==> src/rtl/controlled_countdown_pkg.sv <==
// Shared definitions for the countdown engine: default width and FSM state encodings.
package controlled_countdown_pkg;

  localparam int CD_WIDTH = 8;

  typedef enum logic [1:0] {
    CD_IDLE = 2'd0,
    CD_RUN  = 2'd1,
    CD_DONE = 2'd2
  } cd_state_t;

endpackage

==> src/rtl/controlled_countdown_if.sv <==
// Load handshake, control strobes and status outputs of the countdown engine.
interface controlled_countdown_if #(parameter int WIDTH = controlled_countdown_pkg::CD_WIDTH);

  logic             load_valid;
  logic             load_ready;
  logic [WIDTH-1:0] load_value;
  logic             dec_en;
  logic             auto_reload;
  logic             abort;
  logic [WIDTH-1:0] count;
  logic             zero;
  logic             busy;
  logic             done;

  modport master (
    output load_valid, load_value, dec_en, auto_reload, abort,
    input  load_ready, count, zero, busy, done
  );

  modport slave (
    input  load_valid, load_value, dec_en, auto_reload, abort,
    output load_ready, count, zero, busy, done
  );

endinterface

==> src/rtl/ControlledDecrementor.sv <==
// Ripple-borrow controlled decrementor: Out = A ? Z-1 : Z, Bout is the borrow out of the MSB.
module ControlledDecrementor #(
  parameter int WIDTH = 8
) (
  input  logic             A,
  input  logic [WIDTH-1:0] Z,
  output logic [WIDTH-1:0] Out,
  output logic             Bout
);

  logic [WIDTH:0] borrow;

  // borrow[0] is the enable, so bit 0 is a half subtractor and the rest are full subtractors.
  always_comb begin
    borrow    = '0;
    Out       = '0;
    borrow[0] = A;
    for (int i = 0; i < WIDTH; i++) begin
      Out[i]      = Z[i] ^ borrow[i];
      borrow[i+1] = ~Z[i] & borrow[i];
    end
    Bout = borrow[WIDTH];
  end

endmodule

==> src/rtl/controlled_countdown.sv <==
// Countdown engine: load over valid/ready, decrement on dec_en, one-cycle done, optional auto-reload.
//   state | meaning
//   IDLE  | waiting for a load, load_ready high
//   RUN   | counting down, busy high
//   DONE  | count reached zero, done high for this single cycle
module controlled_countdown
  import controlled_countdown_pkg::*;
#(
  parameter int WIDTH = CD_WIDTH
) (
  input  logic                   clk,
  input  logic                   rst,
  controlled_countdown_if.slave  bus
);

  cd_state_t        state, state_nxt;
  logic [WIDTH-1:0] count, count_nxt;
  logic [WIDTH-1:0] reload_reg, reload_nxt;
  logic [WIDTH-1:0] dec_out;
  logic             dec_borrow;
  logic             dec_act;

  assign dec_act = (state == CD_RUN) && bus.dec_en;

  ControlledDecrementor #(.WIDTH(WIDTH)) u_dec (
    .A    (dec_act),
    .Z    (count),
    .Out  (dec_out),
    .Bout (dec_borrow)
  );

  always_ff @(posedge clk or posedge rst) begin
    if (rst) begin
      state      <= CD_IDLE;
      count      <= '0;
      reload_reg <= '0;
    end else begin
      state      <= state_nxt;
      count      <= count_nxt;
      reload_reg <= reload_nxt;
    end
  end

  always_comb begin
    state_nxt  = state;
    count_nxt  = count;
    reload_nxt = reload_reg;
    case (state)
      CD_IDLE: begin
        if (bus.load_valid) begin
          count_nxt  = bus.load_value;
          reload_nxt = bus.load_value;
          state_nxt  = (bus.load_value != '0) ? CD_RUN : CD_DONE;
        end
      end
      CD_RUN: begin
        if (bus.abort) begin
          state_nxt = CD_IDLE;
        end else if (bus.dec_en) begin
          count_nxt = dec_out;
          // A borrow can only come from an illegal zero count in RUN; finish rather than wrap forever.
          if (dec_out == '0 || dec_borrow) state_nxt = CD_DONE;
        end
      end
      CD_DONE: begin
        if (bus.auto_reload && reload_reg != '0) begin
          count_nxt = reload_reg;
          state_nxt = CD_RUN;
        end else begin
          count_nxt = '0;
          state_nxt = CD_IDLE;
        end
      end
      default: begin
        count_nxt = '0;
        state_nxt = CD_IDLE;
      end
    endcase
  end

  assign bus.load_ready = (state == CD_IDLE);
  assign bus.busy       = (state == CD_RUN);
  assign bus.done       = (state == CD_DONE);
  assign bus.count      = count;
  assign bus.zero       = (count == '0);

endmodule
==> src/flat_wrapper.sv <==
// flat-port wrapper written by rule: the top's interface ports become plain ports
module controlled_countdown_flat import controlled_countdown_pkg::*;
#(
  parameter int WIDTH = CD_WIDTH
)
  (clk, rst, bus_load_valid, bus_load_value, bus_dec_en, bus_auto_reload, bus_abort, bus_load_ready, bus_count, bus_zero, bus_busy, bus_done);
  controlled_countdown_if #(.WIDTH(WIDTH)) bus_i ();
  input  logic clk;
  input  logic rst;
  input wire logic [$bits(bus_i.load_valid)-1:0] bus_load_valid;
  input wire logic [$bits(bus_i.load_value)-1:0] bus_load_value;
  input wire logic [$bits(bus_i.dec_en)-1:0] bus_dec_en;
  input wire logic [$bits(bus_i.auto_reload)-1:0] bus_auto_reload;
  input wire logic [$bits(bus_i.abort)-1:0] bus_abort;
  output wire logic [$bits(bus_i.load_ready)-1:0] bus_load_ready;
  output wire logic [$bits(bus_i.count)-1:0] bus_count;
  output wire logic [$bits(bus_i.zero)-1:0] bus_zero;
  output wire logic [$bits(bus_i.busy)-1:0] bus_busy;
  output wire logic [$bits(bus_i.done)-1:0] bus_done;
  assign bus_i.load_valid = bus_load_valid;
  assign bus_i.load_value = bus_load_value;
  assign bus_i.dec_en = bus_dec_en;
  assign bus_i.auto_reload = bus_auto_reload;
  assign bus_i.abort = bus_abort;
  assign bus_load_ready = bus_i.load_ready;
  assign bus_count = bus_i.count;
  assign bus_zero = bus_i.zero;
  assign bus_busy = bus_i.busy;
  assign bus_done = bus_i.done;
  controlled_countdown #(.WIDTH(WIDTH)) u_core (.clk(clk), .rst(rst), .bus(bus_i));
endmodule
==> config.mk <==
export PLATFORM = sky130hd
export DESIGN_NAME = controlled_countdown_flat
export DESIGN_NICKNAME = d
export VERILOG_FILES = /design/src/rtl/controlled_countdown_pkg.sv /design/src/rtl/controlled_countdown_if.sv /design/src/rtl/ControlledDecrementor.sv /design/src/rtl/controlled_countdown.sv /design/src/flat_wrapper.sv
export SDC_FILE = /design/constraint.sdc
export NUM_CORES = 1
export LEC_CHECK = 0
export CAP_MARGIN = 30
export CORE_UTILIZATION = 45
export DETAILED_ROUTE_END_ITERATION = 10
export PLACE_DENSITY = 0.81
export SYNTH_ARGS = -nofsm -noshare
export SYNTH_HDL_FRONTEND = slang
export SYNTH_SLANG_ARGS = --single-unit
==> constraint.sdc <==
create_clock -name clk -period 2.7 [get_ports clk]
set_clock_uncertainty 0.1 [all_clocks]
set_input_delay 0.405 -clock clk [delete_from_list [all_inputs] [get_ports clk]]
set_output_delay 0.405 -clock clk [all_outputs]
set_load 0.01 [all_outputs]
==> impl_metrics.prom <==
# TYPE chip_impl_metric gauge
chip_impl_metric{name="grt_overflow_total",unit=""} 0
chip_impl_metric{name="netSwitchingPower",unit="uW"} 520.4
chip_impl_info{name="grt_setup_unrepaired",value="true"} 1
chip_impl_metric{name="timing_max_transition_violations_final",unit=""} 0
chip_impl_metric{name="residual_drc_count",unit=""} 0
chip_impl_metric{name="cts.path.max_buffers",unit=""} 2
chip_impl_metric{name="placement_rows",unit=""} 18
chip_impl_metric{name="core_area",unit="um2"} 2455
chip_impl_metric{name="htreeDepth",unit=""} 1
chip_impl_metric{name="comb_power_share",unit=""} 0.574
chip_impl_info{name="crit_path_end_kind",value="flop"} 1
chip_impl_info{name="cp_cell_sequence",value="clkdlybuf4s50_1 -> and2_4 -> ha_4 -> ha_4 -> ha_4 -> ha_4 -> ha_4 -> ha_4 -> ha_4 -> ha_4 -> nand4_1 -> nor2_2 -> o21ai_1 -> a221o_1"} 1
chip_impl_metric{name="setup_slack",unit="ps"} -171.0
chip_impl_metric{name="fin_total_pwr",unit="uW"} 1366
chip_impl_metric{name="max-slew-margin-rel",unit=""} 0.5355
chip_impl_info{name="violations",value="setup timing"} 1
chip_impl_info{name="holdCritPathClass",value="input pin to async pin"} 1
chip_impl_metric{name="clk_pin_slew",unit="ps"} 90
chip_impl_metric{name="switching_share",unit=""} 0.3810
chip_impl_metric{name="fin_crit",unit="ps"} 2871
chip_impl_metric{name="maxCapViolations",unit=""} 0
chip_impl_metric{name="net_count_final",unit=""} 167
chip_impl_metric{name="pwr-share-seq",unit=""} 0.335
chip_impl_metric{name="detailedRoute.firstPassIterationCount",unit=""} 4
chip_impl_metric{name="synth_cell_types",unit=""} 25
chip_impl_metric{name="timing.critical_path.slowest_cell_delay",unit="ps"} 440
chip_impl_metric{name="drive_gt1_frac",unit=""} 0.1958
chip_impl_metric{name="clkSinkCount",unit=""} 18
chip_impl_metric{name="grt_antenna_before_repair",unit=""} 0
chip_impl_metric{name="synth-seq-area-share",unit=""} 0.3871
chip_impl_info{name="critical_path.slowest_cell",value="sky130_fd_sc_hd__clkdlybuf4s50_1"} 1
chip_impl_metric{name="mappedNetlistNets",unit=""} 135
chip_impl_metric{name="detail_route.iter0.violations",unit=""} 32
chip_impl_metric{name="maximum_number_of_pins_on_one_net_before_global_route_repair",unit=""} 29
chip_impl_metric{name="cellLeakagePower",unit="uW"} 0.0006164
chip_impl_metric{name="synthesis.area",unit="um2"} 1164
chip_impl_metric{name="dieHeight",unit="um"} 52.85
chip_impl_metric{name="fillers",unit=""} 214
chip_impl_metric{name="hpwlAfterDp",unit="mm"} 2.138
chip_impl_metric{name="post_synth.cell_area_avg",unit="um2"} 10.30
chip_impl_metric{name="wl_per_cell",unit="um"} 16.60
chip_impl_metric{name="vdd_drop_max",unit="V"} 0.0006483
chip_impl_metric{name="die_x",unit="um"} 52.85
chip_impl_metric{name="avgViaCountPerCell",unit=""} 6.006
chip_impl_info{name="outcome",value="finished, violations left"} 1
chip_impl_info{name="critical-path-top-cell-by-count",value="sky130_fd_sc_hd__ha_4"} 1
chip_impl_metric{name="areaGrowthSynthToFinish",unit="%"} 36.88
chip_impl_metric{name="die-area",unit="um2"} 2793
chip_impl_metric{name="power_report.internal_total",unit="uW"} 845.6
chip_impl_metric{name="timing.critical_path.arrival",unit="ps"} 2950
chip_impl_metric{name="grt_first_pass_wirelength",unit="mm"} 4.319
chip_impl_metric{name="detail_route.wirelength",unit="mm"} 2.871
chip_impl_metric{name="max_freq",unit="MHz"} 348.3
chip_impl_metric{name="pin_count",unit=""} 26
chip_impl_metric{name="cts.hold.buffers_added",unit=""} 0
chip_impl_metric{name="global_route.usage.total",unit=""} 0.2131
chip_impl_metric{name="final_min_period_over_clock_period",unit=""} 1.063
chip_impl_info{name="timing_worst_setup_path_type",value="input pin to flop"} 1
chip_impl_metric{name="syn-instance-count",unit=""} 113
chip_impl_info{name="clock_tree.root_cell",value="sky130_fd_sc_hd__clkbuf_4"} 1
chip_impl_info{name="tritoncts",value="yes"} 1
chip_impl_metric{name="power.density",unit="nW/um2"} 857.6
chip_impl_info{name="timing.critical_path.from_type",value="input pin"} 1
chip_impl_metric{name="antenna_left",unit=""} 0
chip_impl_metric{name="clock_power_share",unit=""} 0.091
chip_impl_metric{name="worst-path-max-fanout",unit=""} 2
chip_impl_metric{name="finalHoldViolCount",unit=""} 0
chip_impl_metric{name="clk-insertion-delay-late",unit="ps"} 280
chip_impl_metric{name="first_global_vias",unit=""} 1000
chip_impl_metric{name="clock_buffer_count_from_cts",unit=""} 3
chip_impl_metric{name="timing.final.setup_violations",unit=""} 3
chip_impl_metric{name="worst-endpoint-required",unit="ps"} 2780
chip_impl_metric{name="yosysWarnings",unit=""} 0
chip_impl_metric{name="register_bit_total_from_synthesis",unit=""} 18
chip_impl_metric{name="buffer_ports.inserted",unit=""} 25
chip_impl_metric{name="place.gp.congestion",unit=""} 0.8739
chip_impl_metric{name="start_util",unit=""} 0.4740
chip_impl_metric{name="max_slew.worst_pin.slew",unit="ps"} 696.0
chip_impl_metric{name="routed-via-count",unit=""} 1039
chip_impl_metric{name="antenna_cells_inserted",unit=""} 0
chip_impl_metric{name="fin_tns_setup",unit="ps"} -236.4
==> cell usage after synthesis (all sizes together) <==
cell type | number | share of area
buf | 4 | 0.041
nand4 | 4 | 0.022
clkbuf | 3 | 0.0097
nand2b | 2 | 0.011
a221o | 1 | 0.0086
a32o | 8 | 0.069
and2b | 1 | 0.0065
inv | 9 | 0.029
and2 | 2 | 0.011
ha | 8 | 0.086
nor2b | 10 | 0.056
nand2 | 2 | 0.0065
nand3 | 1 | 0.0043
dfrtp | 18 | 0.39
a311o | 8 | 0.069
o21ai | 11 | 0.051
a21oi | 2 | 0.0086
nor2 | 7 | 0.027
nor4 | 4 | 0.022
mux2 | 8 | 0.077
==> cell usage in the layout, fill, tap and decap left out <==
master                            instances
sky130_fd_sc_hd__and2b_2                  1
sky130_fd_sc_hd__and2_4                   1
sky130_fd_sc_hd__ha_4                     8
sky130_fd_sc_hd__o21ai_0                  7
sky130_fd_sc_hd__mux2_1                   8
sky130_fd_sc_hd__inv_1                    9
sky130_fd_sc_hd__a32o_1                   8
sky130_fd_sc_hd__nor2_1                   4
sky130_fd_sc_hd__nor2b_1                  9
sky130_fd_sc_hd__o21ai_2                  2
sky130_fd_sc_hd__dfrtp_1                 18
sky130_fd_sc_hd__clkbuf_4                 3
sky130_fd_sc_hd__a311o_1                  8
sky130_fd_sc_hd__nor2_2                   3
sky130_fd_sc_hd__nand2b_1                 2
sky130_fd_sc_hd__buf_4                    9
sky130_fd_sc_hd__nor4_1                   4
sky130_fd_sc_hd__nor2b_2                  1
sky130_fd_sc_hd__nand2_1                  2
sky130_fd_sc_hd__o21ai_1                  2
sky130_fd_sc_hd__nand3_1                  1
sky130_fd_sc_hd__nand4_1                  4
sky130_fd_sc_hd__clkdlybuf4s50_1         25
sky130_fd_sc_hd__a221o_1                  1
sky130_fd_sc_hd__and2_1                   1
sky130_fd_sc_hd__a21oi_1                  2
==> kinds of logic (layout without fill, tap and decap cells) <==
logic type	Yosys count	after routing	synth area share
and+or+nand+nor	33	33	0.1645
buffers and inverters	16	46	0.07956
muxes	8	8	0.07742
AOI/OAI and AO/OA	30	30	0.2054
DFF	18	18	0.3871
adders and majority gates	8	8	0.08602
==> worst max-delay path, delay by kind of cell <==
family	cells	cell delay (ps)
buffers and inverters	1	440
adder cells (fa/ha/maj)	8	1340
AND/OR/NAND/NOR	3	420
AO/OA/AOI/OAI	2	350
==> path summary, 6_finish.rpt <==
check                                            startpoint                          endpoint  slack [ps]  cells after the start
setup / recovery                                 bus_dec_en       u_core.state[0]$_DFFE_PP0P_        -170                     14
hold / removal                                          rst  u_core.reload_reg[4]$_DFFE_PP0P_         420                      2
setup reg to reg                u_core.state[0]$_DFFE_PP0P_       u_core.state[0]$_DFFE_PP0P_        -150                     14
hold reg to reg            u_core.reload_reg[5]$_DFFE_PP0P_  u_core.reload_reg[5]$_DFFE_PP0P_         430                      1
max in group asynchronous                               rst   u_core.bus.count[7]$_DFFE_PP0P_        1630                      2
min in group clk           u_core.reload_reg[5]$_DFFE_PP0P_  u_core.reload_reg[5]$_DFFE_PP0P_         430                      1
==> area by class of cell <==
type	count	area (um2)	area share
multi-input combinational	79	730.7	0.4588
inverter	9	33.78	0.02121
clock buffer	3	22.52	0.01414
timing repair buffer	34	317.8	0.1995
sequential	18	450.4	0.2828
tap	30	37.54	0.02357
==> timing repair <==
action                     4_1_cts  5_1_grt
resized for setup                3        3
setup buffers                    2        2
setup endpoints to repair        2        3
cloned                           0        0
pin swaps                        4        3
==> through the flow <==
| step | instances | util | worst slack (ps) | hold slack, ps | area, um2 |
|---|---|---|---|---|---|
| floorplan | 113 | - | -178.4 | 243.6 | 1255 |
| global placement | 166 | 0.6198 | -452.7 | 401.7 | 1521 |
| detailed placement | 166 | 0.6198 | -527.4 | 409.4 | 1521 |
| CTS | 171 | 0.6402 | -157.9 | 423.4 | 1572 |
| global route | 173 | 0.6488 | -247.1 | 462.6 | 1593 |
| finish | 173 | 0.6488 | -171.0 | 417.2 | 1593 |
==> power groups by stage <==
stage | Combinational, uW | Clock (uW) | Sequential, uW
floorplan | 421 | 0 | 470
global placement | 701 | 0 | 457
detailed placement | 728 | 0 | 461
CTS | 761 | 132 | 455
global route | 842 | 142 | 473
finish | 784 | 124 | 458
==> metal layers <==
metal  track usage  up-vias  wire length, um
li1              -      488                -
met1        0.2559      514             1207
met2        0.3755       33             1506
met3       0.03161        4              125
met4       0.08772        0               31
met5             0        -                0
Note: power is estimated with default switching activity, not from simulation.
